File: config.mk
export PLATFORM = sky130hd
export DESIGN_NAME = game_session_ctrl
export DESIGN_NICKNAME = d
export VERILOG_FILES = /design/src/rtl/game_session_ctrl.sv
export SDC_FILE = /design/constraint.sdc
export NUM_CORES = 1
export LEC_CHECK = 0
export ABC_CLOCK_PERIOD_IN_PS = 6880
export CAP_MARGIN = 5
export CORE_ASPECT_RATIO = 0.9
export CORE_MARGIN = 8
export CORE_UTILIZATION = 55
export CTS_CLUSTER_DIAMETER = 200
export DETAILED_ROUTE_END_ITERATION = 6
export PLACE_DENSITY = 0.72
export REMOVE_ABC_BUFFERS = 1
export SLEW_MARGIN = 40
export SYNTH_ARGS = -nofsm -noshare
export SYNTH_HDL_FRONTEND = slang
export SYNTH_SLANG_ARGS = --single-unit
File: constraint.sdc
create_clock -name clk -period 6.88 [get_ports clk]
set_input_delay 1.032 -clock clk [delete_from_list [all_inputs] [get_ports clk]]
set_output_delay 1.032 -clock clk [all_outputs]
set_load 0.03 [all_outputs]
File: src/rtl/game_session_ctrl.sv
// Two-player session sequencer above the minigame FSM: debounces start, launches
// each player's run, captures final scores and publishes winner/best for the overlay.
module game_session_ctrl #(
  parameter int DEBOUNCE_CYCLES = 1000000,
  parameter int LAUNCH_TIMEOUT  = 255,
  parameter int HANDOFF_FRAMES  = 600,
  parameter int RESULT_FRAMES   = 180
) (
  input  logic       clk,
  input  logic       reset,
  input  logic       btn_start,
  input  logic       vsync,
  input  logic [2:0] game_state,
  input  logic [2:0] game_score,
  output logic       game_start,
  output logic       player_id,
  output logic [2:0] p0_score,
  output logic [2:0] p1_score,
  output logic [2:0] best_score,
  output logic [1:0] winner,
  output logic [2:0] sess_state,
  output logic       err_pulse
);
  localparam int DB_W = $clog2(DEBOUNCE_CYCLES + 1);
  localparam logic [2:0] GS_IDLE  = 3'd0;
  localparam logic [2:0] GS_READY = 3'd1;
  localparam logic [2:0] GS_SB    = 3'd4;

  typedef enum logic [2:0] {
    S_WAIT    = 3'd0,
    S_LAUNCH  = 3'd1,
    S_RUN     = 3'd2,
    S_HANDOFF = 3'd3,
    S_RESULT  = 3'd4
  } state_t;

  state_t state_q, state_d;

  logic btn_s1_q, btn_s2_q, btn_deb_q, btn_deb_d, btn_prev_q;
  logic vs_s1_q, vs_s2_q, vs_s3_q;
  logic [DB_W-1:0] db_cnt_q, db_cnt_d;
  logic press, tick;

  logic       game_start_q, game_start_d;
  logic       player_q, player_d;
  logic [2:0] p0_q, p0_d, p1_q, p1_d, best_q, best_d;
  logic [1:0] winner_q, winner_d;
  logic       err_q, err_d;
  logic       captured_q, captured_d;
  logic [7:0] launch_cnt_q, launch_cnt_d;
  logic [9:0] frame_cnt_q, frame_cnt_d;

  assign press = btn_deb_q & ~btn_prev_q;
  assign tick  = vs_s2_q & ~vs_s3_q;

  // The debounced level flips only after DEBOUNCE_CYCLES consecutive samples disagree with it.
  always_comb begin
    btn_deb_d = btn_deb_q;
    db_cnt_d  = db_cnt_q;
    if (btn_s2_q == btn_deb_q) begin
      db_cnt_d = '0;
    end else if (db_cnt_q == DB_W'(DEBOUNCE_CYCLES - 1)) begin
      btn_deb_d = btn_s2_q;
      db_cnt_d  = '0;
    end else begin
      db_cnt_d = db_cnt_q + 1'b1;
    end
  end

  function automatic logic [1:0] pick_winner(input logic [2:0] a, input logic [2:0] b);
    if (a > b)      return 2'd1;
    else if (b > a) return 2'd2;
    else            return 2'd3;
  endfunction

  always_comb begin
    state_d      = state_q;
    player_d     = player_q;
    p0_d         = p0_q;
    p1_d         = p1_q;
    best_d       = best_q;
    captured_d   = captured_q;
    launch_cnt_d = launch_cnt_q;
    frame_cnt_d  = frame_cnt_q;
    err_d        = 1'b0;

    case (state_q)
      S_WAIT: begin
        if (press) begin
          player_d     = 1'b0;
          p0_d         = '0;
          p1_d         = '0;
          launch_cnt_d = '0;
          state_d      = S_LAUNCH;
        end
      end
      S_LAUNCH: begin
        if (game_state == GS_READY) begin
          captured_d = 1'b0;
          state_d    = S_RUN;
        end else if (launch_cnt_q == 8'(LAUNCH_TIMEOUT)) begin
          err_d   = 1'b1;
          state_d = S_WAIT;
        end else begin
          launch_cnt_d = launch_cnt_q + 8'd1;
        end
      end
      S_RUN: begin
        if (game_state == GS_SB && !captured_q) begin
          captured_d = 1'b1;
          if (player_q) p1_d = game_score;
          else          p0_d = game_score;
          if (game_score > best_q) best_d = game_score;
        end else if (game_state == GS_IDLE) begin
          frame_cnt_d = '0;
          if (!captured_q) begin
            // FSM fell back to IDLE without a scoreboard: abort, keep old scores.
            err_d   = 1'b1;
            state_d = S_WAIT;
          end else if (!player_q) begin
            state_d = S_HANDOFF;
          end else begin
            state_d = S_RESULT;
          end
        end
      end
      S_HANDOFF: begin
        // A press on the timeout cycle still launches P1.
        if (press) begin
          player_d     = 1'b1;
          launch_cnt_d = '0;
          state_d      = S_LAUNCH;
        end else if (frame_cnt_q == 10'(HANDOFF_FRAMES)) begin
          p1_d        = '0;
          frame_cnt_d = '0;
          state_d     = S_RESULT;
        end else if (tick) begin
          frame_cnt_d = frame_cnt_q + 10'd1;
        end
      end
      S_RESULT: begin
        if (frame_cnt_q == 10'(RESULT_FRAMES)) begin
          player_d = 1'b0;
          state_d  = S_WAIT;
        end else if (tick) begin
          frame_cnt_d = frame_cnt_q + 10'd1;
        end
      end
      default: state_d = S_WAIT;
    endcase

    game_start_d = (state_d == S_LAUNCH);
    winner_d     = winner_q;
    if (state_d == S_WAIT)
      winner_d = 2'd0;
    else if (state_d == S_RESULT && state_q != S_RESULT)
      winner_d = pick_winner(p0_d, p1_d);
  end

  always_ff @(posedge clk or negedge reset) begin
    if (!reset) begin
      btn_s1_q     <= 1'b0;
      btn_s2_q     <= 1'b0;
      btn_deb_q    <= 1'b0;
      btn_prev_q   <= 1'b0;
      db_cnt_q     <= '0;
      vs_s1_q      <= 1'b0;
      vs_s2_q      <= 1'b0;
      vs_s3_q      <= 1'b0;
      state_q      <= S_WAIT;
      game_start_q <= 1'b0;
      player_q     <= 1'b0;
      p0_q         <= '0;
      p1_q         <= '0;
      best_q       <= '0;
      winner_q     <= '0;
      err_q        <= 1'b0;
      captured_q   <= 1'b0;
      launch_cnt_q <= '0;
      frame_cnt_q  <= '0;
    end else begin
      btn_s1_q     <= btn_start;
      btn_s2_q     <= btn_s1_q;
      btn_deb_q    <= btn_deb_d;
      btn_prev_q   <= btn_deb_q;
      db_cnt_q     <= db_cnt_d;
      vs_s1_q      <= vsync;
      vs_s2_q      <= vs_s1_q;
      vs_s3_q      <= vs_s2_q;
      state_q      <= state_d;
      game_start_q <= game_start_d;
      player_q     <= player_d;
      p0_q         <= p0_d;
      p1_q         <= p1_d;
      best_q       <= best_d;
      winner_q     <= winner_d;
      err_q        <= err_d;
      captured_q   <= captured_d;
      launch_cnt_q <= launch_cnt_d;
      frame_cnt_q  <= frame_cnt_d;
    end
  end

  assign game_start = game_start_q;
  assign player_id  = player_q;
  assign p0_score   = p0_q;
  assign p1_score   = p1_q;
  assign best_score = best_q;
  assign winner     = winner_q;
  assign sess_state = state_q;
  assign err_pulse  = err_q;

endmodule

Yosys cells after proc, flatten, opt, wreduce, memory -nomap -nowiden --
Cells that the tools add are included.
Cells by class: $add $sub $neg 3, multipliers 0, divide/modulo/power cells 0, order comparisons 3, equality and inequality tests 26, shift operators 0, muxes and demuxes 51, bitwise logic cells 5, reductions and logical operators 18
Operators with widths (count):
- $mux 10 | 6
- $mux 3 | 18
- $mux 20 | 2
- $pmux 10 s3 | 1
- $mux 8 | 3
- $ne 2x2->1 const B | 11
- $add 20x1->20 const B | 1
- $eq 20x20->1 const B | 1
- $pmux 8 s2 | 1
- $pmux 3 s5 | 1
- $mux 1 | 11
- $add 10x1->10 const B | 1
- $eq 10x10->1 const B | 1
- $eq 10x8->1 const B | 1
- $eq 3x1->1 const B | 3
- $eq 3x3->1 const B | 3
- $gt 3x3->1 | 3
- $logic_not 3->1 | 3
- $pmux 3 s3 | 1
- $add 8x1->8 const B | 1
- $eq 8x8->1 const B | 1
- $reduce_and 4->1 | 2
- $eq 3x2->1 const B | 2
- $mux 2 | 3
- other kinds (16) | 25
Storage, ports and cells: flip-flop bits (word level) 63, latch bits 0, RAM bits 0, memory bits (read-only) 0, input bits 10, output and inout bits 17, memories 0

Logic depth before layout (Yosys ltp) --
word-level depth 9, gate-level depth with buffers 14

Worst setup path after synthesis --
Ideal clock, no wire load.
path type input to register, start point input game_state[1], end point register winner_q[1], in the netlist winner[1], setup time 125 ps, arrival time 3072 ps, path slack 3683 ps, stages on the path 10, cell sequence nor4b_1 nand2_1 nor3_1 nand2_1 o21a_1 ha_1 a21o_1 a21oi_1 nor2_1 mux2_4
Between the ends: word-level cells in the longest chain between the ends 8, elaborated cells between the ends (all ways) 20, those cells by class 1 x order compare; 3 x eq/ne; 11 x mux; 5 x reduce/logical
RTL lines:
- start: declaration | line 13 | input logic [2:0] game_state,
- $eq 3x3->1 | line 109 | if (game_state == GS_SB && !captured_q) begin
- $logic_and 1x1->1 | line 109
- $mux 3 | line 109
- $pmux 3 s3 or $pmux 3 s2 (tied branches) | line 87 | case (state_q)
- $gt 3x3->1 | line 71 | if (a > b) return 2'd1;
- $mux 2 | line 71
- $mux 2 | line 156 | else if (state_d == S_RESULT && state_q != S_RESULT)
- $mux 2 | line 154 | if (state_d == S_WAIT)
- end signal: assignment | line 196 | winner_q <= winner_d;
- end: declaration | line 47 | logic [1:0] winner_q, winner_d;
Parallel ways exist; a longest one is shown, timed or not. The select of a mux whose other input is x is not followed. A chain may end at the register's enable or synchronous reset.

Worst setup path in the final report --
Ends and elaborated chain as after synthesis.

==> reports/results.ini <==
[outcome]
status = completed

[final_layout]
drive_gt1_share_pct = 8.89
layout_common_cells = dfrtp_1 (63), nor2_1 (48), nand2_1 (26), nand3_1 (26), clkdlybuf4s50_1 (25)
final_util_pct = 65.9
fin_area_um2 = 3750
n_antenna_cell = 0
layout_commonest_cell = dfrtp_1
area_growth_pct = 15.6
nNetsFinal = 387
fin_cells = 441

[synth]
async_flop_share_pct = 100
synth_flop_cell = dfrtp_1
synth_edf_count = 0
syn_area_um2 = 3250
ys_seq_area_share_pct = 48.6
yosys_warnings = 0
synth_cells = 337
synth_cell_types = 50
synth_seq_cells = 63
synth.avg_cell_area_um2 = 9.63

[critical_path]
cp.arrival_ns = 3.96
r2r_slack_ns = 3.78
end_kind = flop
worstPathMaxFanout = 6
critPathLaunchType = input pin
crit_top_cell = nand2_1
cp_slowest_stage_delay_ns = 0.60
worst_ep_required_time_ns = 7.11
path_cells = clkdlybuf4s50_1 > nor4b_1 > nand2_1 > nor3_1 > nand2_1 > o21a_1 > ha_1 > a21o_1 > a21oi_1 > nor2_1 > mux2_4
crit_type = in -> reg
critical_path.slowest_cell = nor4b_1

[floorplanning]
coreArea_um2 = 5690
rows = 26
die_w_um = 97.0
initial_utilization_pct = 57.0
ios = 27
dieHeight_um = 88.9
fp.dieArea_um2 = 8620

[place]
place_area_um2 = 3570
gp_congestion = 0.808
pre_cts_ws_ns = 2.80
placed_cells = 426
place_hpwl_um = 4530
portBuffers = 26

[clocking]
root_buffer = clkbuf_8
cts_hold_buf = 0
cts_buffer_depth = 2
cts_tree = yes
numCtsBuffers = 9
insertion_delay_ns = 0.34
cts_setup_buffers = 0
path_clk_slew_ns = 0.06
htreeDepth = 3
cts_resized = 0
cts.sinks = 63

[timing]
finClkSkew_ns = 0.00738
setup_ws_ns = 3.15
rsz0062_at_grt = no
slew_violations = 0
hold_slack_ns = 0.350
finalCriticalPeriod_ns = 3.73
final.period_utilization_pct = 54.2
fmax_mhz = 268
max-slew-margin-rel_pct = 47.0
worst_pin_slew_ns = 0.788
setup_violations = 0
hold_viol = 0
tns_ns = 0

[routing]
firstDrtPassIters = 5
drc_errors = 0
wl_per_cell_um = 14.5
via_per_inst = 5.77
num_vias = 2545
finalWirelength_um = 6380
drtIter0Drc = 103
drt.antenna.violating_nets = 0

[global_route]
grt_usage_pct = 16.3
grt.overflow.total = 0
grt_pass1_vias = 2479
grt_pass1_wl_um = 11500
antenna_found_initial = 0
grt_start_max_net_pins = 64

[power]
ir_worst_vdd_mv = 0.168
finalPower_mw = 0.695
p_leak_nw = 1.65
p_per_area_nw_per_um2 = 185

[job]
drv_cap = 0

[worst_hold_path]
hold_path.class = reg -> reg

-- power by group --
part	internal (mW)	total (mW)	switching [mW]
registers	0.374	0.377	0.00252
clock network	0.157	0.294	0.137
logic	0.00927	0.0251	0.0158
-- worst paths after layout --
check                                   start         endpoint  cells past startpoint
worst max-delay path            game_state[1]        winner[1]                     11
worst min-delay path                  vs_s1_q          vs_s2_q                      0
worst max register to register  sess_state[1]        winner[1]                     10
worst min register to register        vs_s1_q          vs_s2_q                      0
max in group asynchronous               reset      p0_score[0]                      2
min in group asynchronous               reset  launch_cnt_q[7]                      2
-- layer usage --
layer  wire length (µm)  track usage [%]  vias to the layer above
met1               2980             20.2                     1211
met4                 73             6.28                        0
met5                  0                0                        -
met3                414             5.87                        9
met2               2910             25.7                       73
li1                   -                -                     1252
-- registers in the layout (all words and copies together) (netlist names), 2 cells and up --
signal,cells
best_score,3
db_cnt_q,20
frame_cnt_q,10
launch_cnt_q,8
p0_score,3
p1_score,3
sess_state,3
winner,2
-- synthesized netlist by cell type (2+ instances only) --
master / number / area [µm²]
a21oi_1: 11 / 55.1
a31oi_1: 5 / 31.3
a32o_1: 3 / 30.0
and3_1: 2 / 12.5
buf_2: 3 / 15.0
clkbuf_1: 6 / 22.5
dfrtp_1: 63 / 1580
ha_1: 10 / 125
inv_1: 16 / 60.1
mux2_2: 4 / 45.0
mux2_4: 2 / 30.0
nand2_1: 26 / 97.6
nand2b_1: 3 / 18.8
nand3_1: 26 / 130
nand4_1: 8 / 50.1
nor2_1: 48 / 180
nor2b_1: 8 / 50.1
nor3_1: 7 / 35.0
nor4_1: 2 / 12.5
nor4b_1: 3 / 26.3
o211ai_1: 2 / 15.0
o21a_1: 4 / 30.0
o21ai_0: 16 / 80.1
o31ai_1: 2 / 15.0
o41ai_1: 2 / 17.5
or3_1: 5 / 31.3
or3b_1: 2 / 17.5
or4_1: 3 / 22.5
xnor2_1: 10 / 87.6
xor2_1: 15 / 131
-- cell families after synthesis --
kind of cell | synth area share (%)
DFF | 48.6
buffers and inverters | 3.01
muxes | 2.31
AOI/OAI and AO/OA | 11.3
and+or+nand+nor | 24.2
adders and majority gates | 3.85
xor gates and xnor gates | 6.74
-- final cells by class --
class / count / area [µm²]
fill: 467 / 1940
sequential: 63 / 1580
multi-input combinational: 249 / 1570
timing repair buffer: 28 / 274
clock buffer: 12 / 165
tap: 70 / 87.6
inverter: 16 / 60.1
clock inverter: 3 / 17.5
-- critical path, delay by kind of cell --
kind                       cells  cell delay, ns
muxes                          1            0.27
and+or+nand+nor                5            1.38
AOI/OAI and AO/OA              3            0.50
buffers and inverters          1            0.46
adders and majority gates      1            0.31
Power figures use the tool's default switching activity.
